==> src/rtl/cpu_pkg.sv <==
// Shared CPU constants, state encoding and instruction payload layout.
// Consumed by instr_mem_loader and instr_ram (parity option: INSTR_MEM_PARITY_EN).
package cpu_pkg;

   localparam int unsigned INSTR_W   = 9;
   localparam int unsigned ADDR_W    = 8;
   localparam int unsigned OPC_W     = 3;
   localparam int unsigned REG_AW    = 2;
   localparam int unsigned DEPTH     = 1 << ADDR_W;
   localparam int unsigned CNT_W     = ADDR_W + 1;
   localparam int unsigned LAST_ADDR = DEPTH - 1;

   typedef enum logic [1:0] {
      S_CLEAR = 2'b00,
      S_LOAD  = 2'b01,
      S_RUN   = 2'b10
   } state_t;

   typedef struct packed {
      logic [OPC_W-1:0]  opcode;
      logic [REG_AW-1:0] ra1;
      logic [REG_AW-1:0] ra2;
      logic [REG_AW-1:0] wa;
   } instr_t;

   localparam logic [INSTR_W-1:0] NOP_WORD = '0;

   // Even parity over one stored instruction word.
   function automatic logic even_parity(input logic [INSTR_W-1:0] data);
      return ^data;
   endfunction

endpackage

==> src/rtl/instr_ram.sv <==
// Program storage: one write port, one registered read port that returns NOP when disabled.
// Define INSTR_MEM_PARITY_EN to store a parity bit per word and flag mismatches on read.
module instr_ram
   import cpu_pkg::*;
(
   input  logic               clk,
   input  logic               reset,
   input  logic               we,
   input  logic [ADDR_W-1:0]  wr_addr,
   input  logic [INSTR_W-1:0] wr_data,
   input  logic               rd_en,
   input  logic [ADDR_W-1:0]  rd_addr,
`ifdef INSTR_MEM_PARITY_EN
   output logic [INSTR_W-1:0] rd_data,
   output logic               rd_perr
`else
   output logic [INSTR_W-1:0] rd_data
`endif
);

`ifdef INSTR_MEM_PARITY_EN
   localparam int unsigned MEM_W = INSTR_W + 1;
`else
   localparam int unsigned MEM_W = INSTR_W;
`endif

   logic [MEM_W-1:0] mem [DEPTH];
   logic [MEM_W-1:0] rd_word;

   // Storage is deliberately not reset; the clear sweep defines its contents.
   always_ff @(posedge clk) begin
      if (we) begin
`ifdef INSTR_MEM_PARITY_EN
         mem[wr_addr] <= {even_parity(wr_data), wr_data};
`else
         mem[wr_addr] <= wr_data;
`endif
      end
   end

   assign rd_word = mem[rd_addr];

   always_ff @(posedge clk or posedge reset) begin
      if (reset) begin
         rd_data <= NOP_WORD;
      end else if (rd_en) begin
         rd_data <= rd_word[INSTR_W-1:0];
      end else begin
         rd_data <= NOP_WORD;
      end
   end

`ifdef INSTR_MEM_PARITY_EN
   always_ff @(posedge clk or posedge reset) begin
      if (reset) begin
         rd_perr <= 1'b0;
      end else if (rd_en) begin
         rd_perr <= rd_word[INSTR_W] ^ even_parity(rd_word[INSTR_W-1:0]);
      end else begin
         rd_perr <= 1'b0;
      end
   end
`endif

endmodule

==> src/rtl/instr_mem_loader.sv <==
// Instruction memory with valid/ready program load and auto-clear; holds the CPU in reset
// until contents are runnable. Define INSTR_MEM_PARITY_EN to add per-word parity and parity_err.
module instr_mem_loader
   import cpu_pkg::*;
(
   input  logic               clk,
   input  logic               reset,
   input  logic [ADDR_W-1:0]  pc,
   output logic [INSTR_W-1:0] instr,
   input  logic               load_start,
   input  logic               load_valid,
   input  logic [INSTR_W-1:0] load_data,
   input  logic               load_last,
   output logic               load_ready,
   output logic               cpu_reset,
   output logic [CNT_W-1:0]   prog_len,
`ifdef INSTR_MEM_PARITY_EN
   output logic               busy,
   output logic               parity_err
`else
   output logic               busy
`endif
);

   state_t             state;
   state_t             state_next;
   logic [ADDR_W-1:0]  wr_addr;
   logic [ADDR_W-1:0]  wr_addr_next;
   logic [CNT_W-1:0]   prog_len_next;
   logic               we_c;
   logic [INSTR_W-1:0] wdata_c;
   logic               rd_en_c;

   // Next-state, write-port and length logic.
   always_comb begin
      state_next    = state;
      wr_addr_next  = wr_addr;
      prog_len_next = prog_len;
      we_c          = 1'b0;
      wdata_c       = NOP_WORD;

      case (state)
         S_CLEAR: begin
            we_c         = 1'b1;
            wr_addr_next = wr_addr + ADDR_W'(1);
            if (wr_addr == ADDR_W'(LAST_ADDR)) begin
               state_next = S_RUN;
            end
         end
         S_RUN: begin
            if (load_start) begin
               wr_addr_next = '0;
               state_next   = S_LOAD;
            end
         end
         S_LOAD: begin
            if (load_valid && load_ready) begin
               we_c         = 1'b1;
               wdata_c      = load_data;
               wr_addr_next = wr_addr + ADDR_W'(1);
               // A full memory leaves nothing to clear, so it wins over load_last.
               if (wr_addr == ADDR_W'(LAST_ADDR)) begin
                  prog_len_next = CNT_W'(DEPTH);
                  state_next    = S_RUN;
               end else if (load_last) begin
                  prog_len_next = CNT_W'(wr_addr) + CNT_W'(1);
                  state_next    = S_CLEAR;
               end
            end
         end
         default: begin
            wr_addr_next = '0;
            state_next   = S_CLEAR;
         end
      endcase
   end

   always_ff @(posedge clk or posedge reset) begin
      if (reset) begin
         state    <= S_CLEAR;
         wr_addr  <= '0;
         prog_len <= '0;
      end else begin
         state    <= state_next;
         wr_addr  <= wr_addr_next;
         prog_len <= prog_len_next;
      end
   end

   // Status outputs are registered from the next state so they track the state exactly.
   always_ff @(posedge clk or posedge reset) begin
      if (reset) begin
         load_ready <= 1'b0;
         cpu_reset  <= 1'b1;
         busy       <= 1'b1;
      end else begin
         load_ready <= (state_next == S_LOAD);
         cpu_reset  <= (state_next != S_RUN);
         busy       <= (state_next != S_RUN);
      end
   end

   assign rd_en_c = (state == S_RUN);

   instr_ram u_ram (
      .clk     (clk),
      .reset   (reset),
      .we      (we_c),
      .wr_addr (wr_addr),
      .wr_data (wdata_c),
      .rd_en   (rd_en_c),
      .rd_addr (pc),
`ifdef INSTR_MEM_PARITY_EN
      .rd_data (instr),
      .rd_perr (parity_err)
`else
      .rd_data (instr)
`endif
   );

endmodule
==> config.mk <==
export PLATFORM = sky130hd
export DESIGN_NAME = instr_mem_loader
export DESIGN_NICKNAME = d
export VERILOG_FILES = /design/src/rtl/cpu_pkg.sv /design/src/rtl/instr_ram.sv /design/src/rtl/instr_mem_loader.sv
export SDC_FILE = /design/constraint.sdc
export NUM_CORES = 2
export LEC_CHECK = 0
export BUFFER_PORTS_ARGS = -buffer_cell sky130_fd_sc_hd__clkbuf_2
export CAP_MARGIN = 20
export CORE_MARGIN = 4
export CORE_UTILIZATION = 40
export CTS_BUF_LIST = sky130_fd_sc_hd__clkbuf_8
export DETAILED_ROUTE_END_ITERATION = 10
export PLACE_DENSITY_LB_ADDON = 0.15
export SLEW_MARGIN = 20
export SYNTH_ARGS = -nofsm -noshare
export SYNTH_HDL_FRONTEND = slang
export SYNTH_SLANG_ARGS = --single-unit
==> constraint.sdc <==
create_clock -name clk -period 6.9 [get_ports clk]
set_clock_uncertainty 0.15 [all_clocks]
set_input_delay 1.035 -clock clk [delete_from_list [all_inputs] [get_ports clk]]
set_output_delay 1.035 -clock clk [all_outputs]
set_load 0.01 [all_outputs]
==> metrics.cfg <==
[status]
status=complete, no violations

[clock_network]
cts_tree=built
clkLatencyLatePin_ns=1.11
clk_pin_slew_ns=0.07
cts_num_sinks=2334
clock_path_buffers=4
cts_max_level=5
ctsResizeCount=0
root_buffer=clkbuf_8
cts_buffers=398

[critical_path]
path_depth=4
reg2reg_depth=4
critical_path_arrival_ns=4.68
path_class=flop to flop
end_kind=flop
startpoint=state[1]$_DFF_PP0_
worstPathMaxFanout=16
critPathMaxStageDelay_ns=1.05
critPathMostFrequentCell=nor2_1
path_buf_inv=0
crit_path_end=u_ram.mem[213][2]$_DFFE_PP_
reg2reg_slack_ns=2.75
required_ns=7.44
rr_startpoint=state[1]$_DFF_PP0_
critPathTopFamily=simple AND/OR/NAND/NOR gates
cp-start-kind=flop
r2r-end=u_ram.mem[213][2]$_DFFE_PP_
critical_path.slowest_cell=nor2_1
path_cells=nand2b_1, nor2_1, nand2_1, nor2_1

[synthesis]
synth.distinct_cells=73
synth-seq-cells=2334
synthCells=4507
synth_top_cell_by_area=edfxtp_1
synth_area_leaders=edfxtp_1, mux4_2, mux2i_1
ys_async_sr_fraction_pct=1.29
ys_warn_count=0
synth_edf_count=2304
synth_ff_type=edfxtp_1
ys_seq_area_share_pct=76.6
syn-cell-area_sq_um=91300
synth_fp_nets=4533
yosysTopAreaCellShare_pct=75.8
syn_area_per_cell_sq_um=20.3

[timing]
slew_violations=0
tightest_slew_ns=1.37
grt_setup_unrepaired=no
period_needed_ns=4.15
hold_violations=0
fin_tns_setup_ns=0
hold_slack_ns=0.140
fmax_mhz=241
setup_violations=0
relSlewSlack_pct=7.71
setup_slack_ns=2.75
fin_crit_sh_pct=60.1

[die]
die_area_sq_um=236000
initial_core_util_pct=40.2
die_y_um=486
coreArea_sq_um=227000
die_x_um=486
num_rows=175
num_io_pins=43

[power_and_ir_drop]
p_leak_nw=34.1
irDropWorstVdd_mv=0.209
power_density_nw_per_um2=284

[job]
cap_viol_max_count=0

[min_path]
hold_path_class=input pin to flop

[detailed_routing]
drt-vias-per-instance=5.80
postRouteAntennaNets=0
drt_iter0_markers=5464
wirelength_um=270000
drc=0
first_pass_iters=6
wl_per_cell_um=33.3
num_vias=47057

[grt]
first_global_vias=47611
grt_pass1_wl_um=376000
grtUsageMet3_pct=4.58
grt_max_degree=193
grt-busiest-layer=met2
grt_util_met2_pct=35.6
overflow=0
track_usage_pct=22.6
antenna_found_initial=16
met1_usage_pct=31.1

[place]
place_ws_ns=1.87
dp_hpwl_um=168000
port_buffers=42
placed_cell_area_sq_um=94800
place.gp.congestion=0.872

[final_layout]
finalNetCount=4829
area_growth_pct=11.5
drive_gt1_share_pct=21.7
design_area_sq_um=102000
utilization_pct=44.8
nFillCells=19566

worst min-delay path by stage:
stage	start	to	slack, ns	cells after the start
2_1_floorplan	prog_len[1]$_DFFE_PP0P_	prog_len[1]$_DFFE_PP0P_	0.37	2
3_3_place_gp	prog_len[5]$_DFFE_PP0P_	prog_len[5]$_DFFE_PP0P_	0.32	2
3_5_place_dp	prog_len[5]$_DFFE_PP0P_	prog_len[5]$_DFFE_PP0P_	0.32	2
4_1_cts	load_last	prog_len[8]$_DFFE_PP0P_	0.02	3
5_1_grt	load_last	prog_len[8]$_DFFE_PP0P_	0.08	3
6_report	load_last	prog_len[8]$_DFFE_PP0P_	0.14	3
sequential cells by signal, indices dropped and copies added (netlist names):
name / count
u_ram.mem: 2304
prog_len: 9
u_ram.rd_data: 9
wr_addr: 8
state: 2
busy: 1
load_ready: 1
Yosys cell counts (all sizes together) (8+ instances only):
cell type and count:
nand2 139, mux2i 259, a22oi 17, nor2 333, nor4 37, nand3 22
clkbuf 122, o221ai 75, a22o 14, o2111ai 13, a2111oi 9, mux4 448
o21ai 42, a21oi 54, nand4 17, mux2 19, nor3 74, inv 8
nand2b 16, or3 17, a221oi 14, o31ai 10, o22ai 114, dfrtp 29
o32ai 15, and2 19, edfxtp 2304, a31oi 12, a211oi 21, and3 11
buf 147
final cells by class:
type | count | area [sq um] | area share (%)
clock buffers | 404 | 5560 | 5.46
inverters | 8 | 32.5 | 0.0320
repair buffers | 166 | 1470 | 1.45
flip-flops and latches | 2334 | 69900 | 68.7
clock inverters | 289 | 1420 | 1.39
diodes | 6 | 15.0 | 0.0147
multi-input cells | 1895 | 19600 | 19.3
well taps | 3009 | 3760 | 3.70
cell families (layout without fill, tap and decap cells):
group / after synthesis / after routing / share of synthesized area (%)
buffers and inverters: 278 / 867 / 2.06
AO/OA/AOI/OAI: 436 / 436 / 3.38
multiplexers: 726 / 726 / 14.2
adder cells (fa/ha/maj): 4 / 4 / 0.0548
AND/OR/NAND/NOR: 724 / 724 / 3.61
XOR/XNOR: 5 / 5 / 0.0480
flip-flops: 2334 / 2334 / 76.6
other: 0 / 6 / 0
metrics by stage:
step                      total power (W)  cells
after floorplan                    0.0170   4507
after global placement             0.0179   7405
after detailed placement           0.0179   7410
after CTS                          0.0291   8105
after global routing               0.0299   8108
final                              0.0289   8111
per-layer routing:
metal	part of all wire [%]	wire length [um]
met1	42	113000
met2	47	128000
met3	7.2	19300
met4	3.7	10100
met5	0.0030	8
what timing repair did:
action / CTS / global route
hold buffers: 2 / 0
setup buffers: 0 / 0
endpoints found under the hold margin: 30 / 0
placed cells by master (no fill, tap or decap), types with 97 or more instances in the layout:
cell | netlist | layout
o22ai_1 | 113 | 113
buf_4 | 26 | 97
edfxtp_1 | 2304 | 2304
clkbuf_8 | 0 | 404
clkinv_1 | 0 | 104
nand2_1 | 138 | 137
nor2_1 | 333 | 329
mux4_2 | 418 | 418
mux2i_1 | 259 | 259
inv_1 | 8 | 132
report_power, final:
part           switching (W)  internal [W]
Sequential         0.0000779        0.0156
Clock                0.00552       0.00574
Combinational        0.00142      0.000518
worst min-delay path: stages:
cell and delay (ns):
clkbuf_2 0.10, nand2_1 0.06, a22o_1 0.12
Power figures use the tool's default switching activity.
